### config.mk
export PLATFORM = sky130hd
export DESIGN_NAME = ram_burst_master
export DESIGN_NICKNAME = d
export VERILOG_FILES = /design/src/rtl/ram_master_pkg.sv /design/src/rtl/ram_rd_fifo.sv /design/src/rtl/ram_burst_master.sv
export SDC_FILE = /design/constraint.sdc
export NUM_CORES = 1
export LEC_CHECK = 0
export CORE_ASPECT_RATIO = 1.75
export CORE_MARGIN = 5
export CORE_UTILIZATION = 49
export DETAILED_ROUTE_END_ITERATION = 10
export PLACE_DENSITY = 0.92
export SYNTH_ARGS = -nofsm -noshare
export SYNTH_HDL_FRONTEND = slang
export SYNTH_HIERARCHICAL = 1
export SYNTH_SLANG_ARGS = --single-unit
### constraint.sdc
create_clock -name CK -period 4.3 [get_ports CK]
set_input_delay 0.86 -clock CK [delete_from_list [all_inputs] [get_ports CK]]
set_output_delay 0.86 -clock CK [all_outputs]
set_load 0.01 [all_outputs]
### src/rtl/ram_master_pkg.sv
// Shared constants, FSM state type and address helper
// for the image RAM burst master.
package ram_master_pkg;

    localparam int ADDR_W    = 20;
    localparam int DATA_W    = 16;
    localparam int LEN_W     = 10;
    localparam int MEM_DEPTH = 786432;

    typedef enum logic [1:0] {
        IDLE,
        WRITE,
        READ,
        DRAIN
    } state_t;

    typedef struct packed {
        logic              last;
        logic [DATA_W-1:0] data;
    } rd_entry_t;

    // Step a word address, wrapping at the end of the frame RAM
    function automatic logic [ADDR_W-1:0] next_addr(
        input logic [ADDR_W-1:0] a
    );
        if (a == ADDR_W'(MEM_DEPTH - 1))
            return '0;
        return a + ADDR_W'(1);
    endfunction

endpackage

### src/rtl/ram_rd_fifo.sv
// Two-entry read-data FIFO carrying {last, data}.
// Head is register-backed so outputs hold while stalled.
module ram_rd_fifo
    import ram_master_pkg::*;
(
    input  logic              CK,
    input  logic              RST_N,
    input  logic              push,
    input  logic [DATA_W-1:0] push_data,
    input  logic              push_last,
    input  logic              pop,
    output logic              out_valid,
    output logic [DATA_W-1:0] out_data,
    output logic              out_last,
    output logic [1:0]        occ
);

    rd_entry_t mem [2];
    logic      wr_ptr;
    logic      rd_ptr;
    logic [1:0] cnt;
    rd_entry_t head;

    // Storage, pointers and occupancy
    always_ff @(posedge CK or negedge RST_N) begin
        if (!RST_N) begin
            mem[0] <= '0;
            mem[1] <= '0;
            wr_ptr <= 1'b0;
            rd_ptr <= 1'b0;
            cnt    <= 2'd0;
        end else begin
            if (push) begin
                mem[wr_ptr] <= '{last: push_last, data: push_data};
                wr_ptr      <= ~wr_ptr;
            end
            if (pop)
                rd_ptr <= ~rd_ptr;
            cnt <= cnt + {1'b0, push} - {1'b0, pop};
        end
    end

    assign head      = mem[rd_ptr];
    assign out_valid = (cnt != 2'd0);
    assign out_data  = head.data;
    assign out_last  = out_valid & head.last;
    assign occ       = cnt;

endmodule

### src/rtl/ram_burst_master.sv
// Burst initiator for the shared 16-bit image RAM.
// Optional sticky wrap flag: define RAM_WRAP_ERR_EN.
module ram_burst_master
    import ram_master_pkg::*;
(
    input  logic              CK,
    input  logic              RST_N,
    input  logic              req_valid,
    output logic              req_ready,
    input  logic              req_write,
    input  logic [ADDR_W-1:0] req_addr,
    input  logic [LEN_W-1:0]  req_len,
    input  logic              wdata_valid,
    output logic              wdata_ready,
    input  logic [DATA_W-1:0] wdata,
    output logic              rdata_valid,
    input  logic              rdata_ready,
    output logic [DATA_W-1:0] rdata,
    output logic              rdata_last,
    output logic              busy,
    output logic [ADDR_W-1:0] A,
    output logic              WE,
    output logic              OE,
    output logic [DATA_W-1:0] D,
    input  logic [DATA_W-1:0] Q
`ifdef RAM_WRAP_ERR_EN
    ,
    output logic              err_wrap
`endif
);

    state_t            state_q, state_d;
    logic [ADDR_W-1:0] cur_addr_q, cur_addr_d;
    logic [LEN_W-1:0]  remaining_q, remaining_d;
    logic [ADDR_W-1:0] a_q, a_d;
    logic              inflight_q, inflight_d;
    logic              infl_last_q, infl_last_d;
    logic [1:0]        fifo_occ;
    logic              pop;
    logic [2:0]        occ_sum;
    logic              issue;

    // Words committed to the FIFO, counting the one in the RAM pipe
    assign pop     = rdata_valid & rdata_ready;
    assign occ_sum = {1'b0, fifo_occ} + {2'b0, inflight_q}
                   - {2'b0, pop};
    assign issue   = (state_q == READ) && (occ_sum < 3'd2);
    assign busy    = (state_q != IDLE);

    // State, address and burst bookkeeping registers
    always_ff @(posedge CK or negedge RST_N) begin
        if (!RST_N) begin
            state_q     <= IDLE;
            cur_addr_q  <= '0;
            remaining_q <= '0;
            a_q         <= '0;
            inflight_q  <= 1'b0;
            infl_last_q <= 1'b0;
        end else begin
            state_q     <= state_d;
            cur_addr_q  <= cur_addr_d;
            remaining_q <= remaining_d;
            a_q         <= a_d;
            inflight_q  <= inflight_d;
            infl_last_q <= infl_last_d;
        end
    end

    // Next-state and RAM/stream control
    always_comb begin
        state_d     = state_q;
        cur_addr_d  = cur_addr_q;
        remaining_d = remaining_q;
        a_d         = a_q;
        inflight_d  = 1'b0;
        infl_last_d = infl_last_q;
        req_ready   = 1'b0;
        wdata_ready = 1'b0;
        WE          = 1'b0;
        OE          = 1'b0;
        A           = a_q;
        D           = '0;
        unique case (state_q)
            IDLE: begin
                req_ready = 1'b1;
                if (req_valid) begin
                    cur_addr_d  = req_addr;
                    remaining_d = req_len;
                    state_d     = req_write ? WRITE : READ;
                end
            end
            WRITE: begin
                wdata_ready = 1'b1;
                if (wdata_valid) begin
                    WE          = 1'b1;
                    A           = cur_addr_q;
                    D           = wdata;
                    a_d         = cur_addr_q;
                    cur_addr_d  = next_addr(cur_addr_q);
                    remaining_d = remaining_q - LEN_W'(1);
                    if (remaining_q == '0)
                        state_d = IDLE;
                end
            end
            READ: begin
                OE = 1'b1;
                if (issue) begin
                    A           = cur_addr_q;
                    a_d         = cur_addr_q;
                    cur_addr_d  = next_addr(cur_addr_q);
                    remaining_d = remaining_q - LEN_W'(1);
                    inflight_d  = 1'b1;
                    infl_last_d = (remaining_q == '0);
                    if (remaining_q == '0)
                        state_d = DRAIN;
                end
            end
            DRAIN: begin
                OE = inflight_q;
                if (!inflight_q && fifo_occ == 2'd0)
                    state_d = IDLE;
            end
            default: state_d = IDLE;
        endcase
    end

    ram_rd_fifo u_fifo (
        .CK        (CK),
        .RST_N     (RST_N),
        .push      (inflight_q),
        .push_data (Q),
        .push_last (infl_last_q),
        .pop       (pop),
        .out_valid (rdata_valid),
        .out_data  (rdata),
        .out_last  (rdata_last),
        .occ       (fifo_occ)
    );

`ifdef RAM_WRAP_ERR_EN
    logic wrap_hit;
    assign wrap_hit = (WE | issue)
                    & (cur_addr_q == ADDR_W'(MEM_DEPTH - 1));

    // Sticky flag for any burst stepping past the last RAM word
    always_ff @(posedge CK or negedge RST_N) begin
        if (!RST_N)
            err_wrap <= 1'b0;
        else if (wrap_hit)
            err_wrap <= 1'b1;
    end
`endif

endmodule

==> impl_results.md <==
* Run status: completed
* Top_reg_cell synth: sky130_fd_sc_hd__dfrtp_1
* HPWL after DPL at between 10 and 15 mm
* Overall routing resource usage at 22.8%
* Utilization after layout at roughly two thirds
* Count of cell types in the netlist at 56
* Critical Path End Type: primary output
* First-pass GRT wire length at between 20 and 25 mm
* Clock-pin transition on the worst setup and hold timing paths at about 0.060 ns
* Synth warnings at 6
* Total number of clock tree sinks at 92
* Vias in the first global route at 4299
* Total of buffers placed on input and output ports at about 130
* Post-synth EDFFs at 0
* Final-report hold violation count at 0
* Share of layout cells above drive strength 1 at 20.4%
* Top cell types by occurrence after synthesis: 92 x sky130_fd_sc_hd__dfrtp_1, 41 x sky130_fd_sc_hd__mux2_2, 28 x sky130_fd_sc_hd__a22o_1
* Diode insertion count for antenna repair at 0
* Initial core utilization at 49.5%
* Post-synthesis instance area at 0.00484 sq mm
* Final setup slack of the worst path at 0.0698 ns
* Count of boundary I/O pins at 127
* Net count after synthesis at 514
* Congestion Overflow GR at 0
* Most repeated cell in the gate-level netlist after synthesis: sky130_fd_sc_hd__dfrtp_1
* Worst skew pair latency at 0.35 ns
* Setup violators final at 0
* Drt via density at 5.93
* Clock buffers created by TritonCTS at 9
* Crit path time final at roughly 4.2 ns
* GPL Wtd Cong at 0.838
* Category of the most critical setup path: in -> out
* Fraction of post-synthesis cell area in the top cell type by area at 47.5%
* Max Root-Sink Buffers at 2
* Leakage at 2.91 nW
* Total length of routed wires at 14.1 mm
* Number of antenna violations at the first check in global routing at 0
* Peak clock frequency supported by timing at 236 MHz
* Average wire length per cell after detail routing at 20.4 microns
* Unrepaired setup endpoints after global routing: false
* Clock root buffer master: sky130_fd_sc_hd__clkbuf_16
* Synthesis-to-layout area growth at 34.8%
* Avg Synthesized Cell Area at 11.1 sq um
* Rel. slew slack at between 20% and 30%
* Critical path required time at around 3.4 ns
* Number of remaining DRC errors at 0
* M1 wire length at 5.14 mm
* Area of the die at between 0.01 and 0.015 sq mm
* FFs w/ async S/R, synth at 100%
* Die Y at 142 microns
* Class of the tightest hold or removal check: reg -> reg
* Vias at 4084
* Sequential area share after synthesis at approximately 48%
* Total length of routed met2 wires at ~8 mm
* Mapped Cells at 435
* Post-synthesis sequential element count at 92
* CTS tree: built
* Number of buffers added to fix hold violations after cts at 0
* Arrival time of the worst setup path at about 3.4 ns
* CP startpoint kind: input pin
* Place WS at -0.302 ns
* Net count reported at finish at 638
* Maximum number of pins on one net before global-route repair at 65
* Final number of max-transition violations at 0
* Largest area contributor in the synthesized netlist: sky130_fd_sc_hd__dfrtp_1
* Core outline area at approximately 0.0098 sq mm
* Tightest hold margin at 0.503 ns
* Met3 routed wirelength at 773 microns
* Remaining antenna violation count at 0
* DRT iter0 DRCs at 221
* Largest cells by area after synthesis: sky130_fd_sc_hd__dfrtp_1 48%, sky130_fd_sc_hd__mux2_2 9.5%, sky130_fd_sc_hd__a22o_1 5.1%, sky130_fd_sc_hd__and3_1 3.1%, sky130_fd_sc_hd__mux2_4 3.1%
* Clk_skew at 0.00933 ns
* X dimension of the die at 85.2 microns
* Power per standard cell area at 851 mW/mm^2
* Number of filler instances in the final layout at approximately 700
* Highest metal layer with signal wires: met4
* Actual slew at the worst max-slew pin at 1.16 ns
* First-pass iteration count of the detailed router at 4
* VDD IR-drop max at about 0.00044 V
* H-tree levels at 3
* Share of the clock period used by the worst path at 98.4%
* Maximum capacitance violations at 0
* Highest fanout seen on the critical path at 10
* Standard-cell rows at 48
[logic make-up (layout without fill, tap and decap cells)]
logic type                 after synthesis  count (layout)  synth area share [%]
buffers and inverters                   54             183                  5.66
DFF                                     92              92                  47.5
adders and majority gates               11              11                  3.00
muxes                                   60              60                  14.5
and+or+nand+nor                        106             106                  12.7
AOI/OAI and AO/OA                      107             107                  15.7
xor gates and xnor gates                 5               5                 0.904
[final cells by class]
type                            count  area, sq um  area share, %
Multi-Input combinational cell    289         2310           35.4
Sequential cell                    92         2300           35.3
Timing Repair Buffer              142         1360           20.8
Clock buffer                       10          239           3.66
Tap cell                          125          156           2.40
Inverter                           25         93.8           1.44
Clock inverter                      6         68.8           1.05
[worst max-delay path, stage by stage]
cell	delay, ns
sky130_fd_sc_hd__clkdlybuf4s50_1	0.47
sky130_fd_sc_hd__and2_4	0.14
sky130_fd_sc_hd__ha_1	0.22
sky130_fd_sc_hd__nand2b_4	0.14
sky130_fd_sc_hd__fa_2	0.35
sky130_fd_sc_hd__xnor2_2	0.21
sky130_fd_sc_hd__a21bo_2	0.20
sky130_fd_sc_hd__nand2_4	0.08
sky130_fd_sc_hd__buf_12	0.15
sky130_fd_sc_hd__a22o_1	0.24
sky130_fd_sc_hd__dlygate4sd2_1	0.29
[power breakdown]
group	switching (mW)	internal (mW)	total (mW)
Combinational	1.52	1.54	3.06
Sequential	0.421	1.26	1.68
Clock	0.348	0.471	0.819
[path summary, 6_finish.rpt]
path	from	to	slack, ns	cells after the start
max in group asynchronous	RST_N	cur_addr_q[17]$_DFFE_PN0P_	2.78	2
worst min-delay path	a_q[6]$_DFF_PN0_	a_q[6]$_DFF_PN0_	0.50	1
worst max register to register	u_fifo/occ[1]$_DFF_PN0_	remaining_q[3]$_DFFE_PN0P_	0.78	13
worst min register to register	a_q[6]$_DFF_PN0_	a_q[6]$_DFF_PN0_	0.50	1
min in group asynchronous	RST_N	u_fifo/mem[20]$_DFFE_PN0P_	0.60	1
worst max-delay path	rdata_ready	A[17]	0.07	11
[layer usage]
layer | GRT usage (%) | up-vias
li1 | - | 1862
met1 | 25.2 | 2050
met2 | 42.0 | 149
met3 | 3.95 | 23
met4 | 10.0 | 0
met5 | 0 | -
[repair_timing]
item                                    in CTS  in global routing
gates cloned                                 0                  2
endpoints found under the setup margin      20                 20
resized for setup                           22                 40
buffers inserted                             0                  2
pin swaps                                    0                  5
hold endpoints to repair                     0                  0
[per-stage QoR]
step	total power, mW	instances	TNS (ns)	instance area (sq um)
2_1_floorplan	3.49	435	0	4840
3_3_place_gp	4.42	669	-3.44	6200
3_5_place_dp	4.59	669	-5.26	6200
4_1_cts	5.39	685	0	6490
5_1_grt	5.90	689	0	6530
6_report	5.56	689	0	6530
[flip-flops by register name, summed over array words and instances (netlist names)]
register	cells
infl_last_q	1
cur_addr_q	20
u_fifo/occ	2
state_q	2
u_fifo/wr_ptr	1
inflight_q	1
remaining_q	10
u_fifo/rd_ptr	1
u_fifo/mem	34
a_q	20
[placed cells by master (no fill, tap or decap), drive strengths merged, types with 6 or more instances in the layout]
master and n:
clkbuf 27, mux2i 9, clkdlybuf4s50 105, ha 10, nor3 8, nor4 6
a22o 28, nor2 14, o22ai 13, inv 27, nand3 13, a32o 6
nand4 12, mux2 51, nand2 13, dfrtp 92, a21oi 18, o21ai 22
buf 15, and3 24
(Power assumes the default switching activity.)
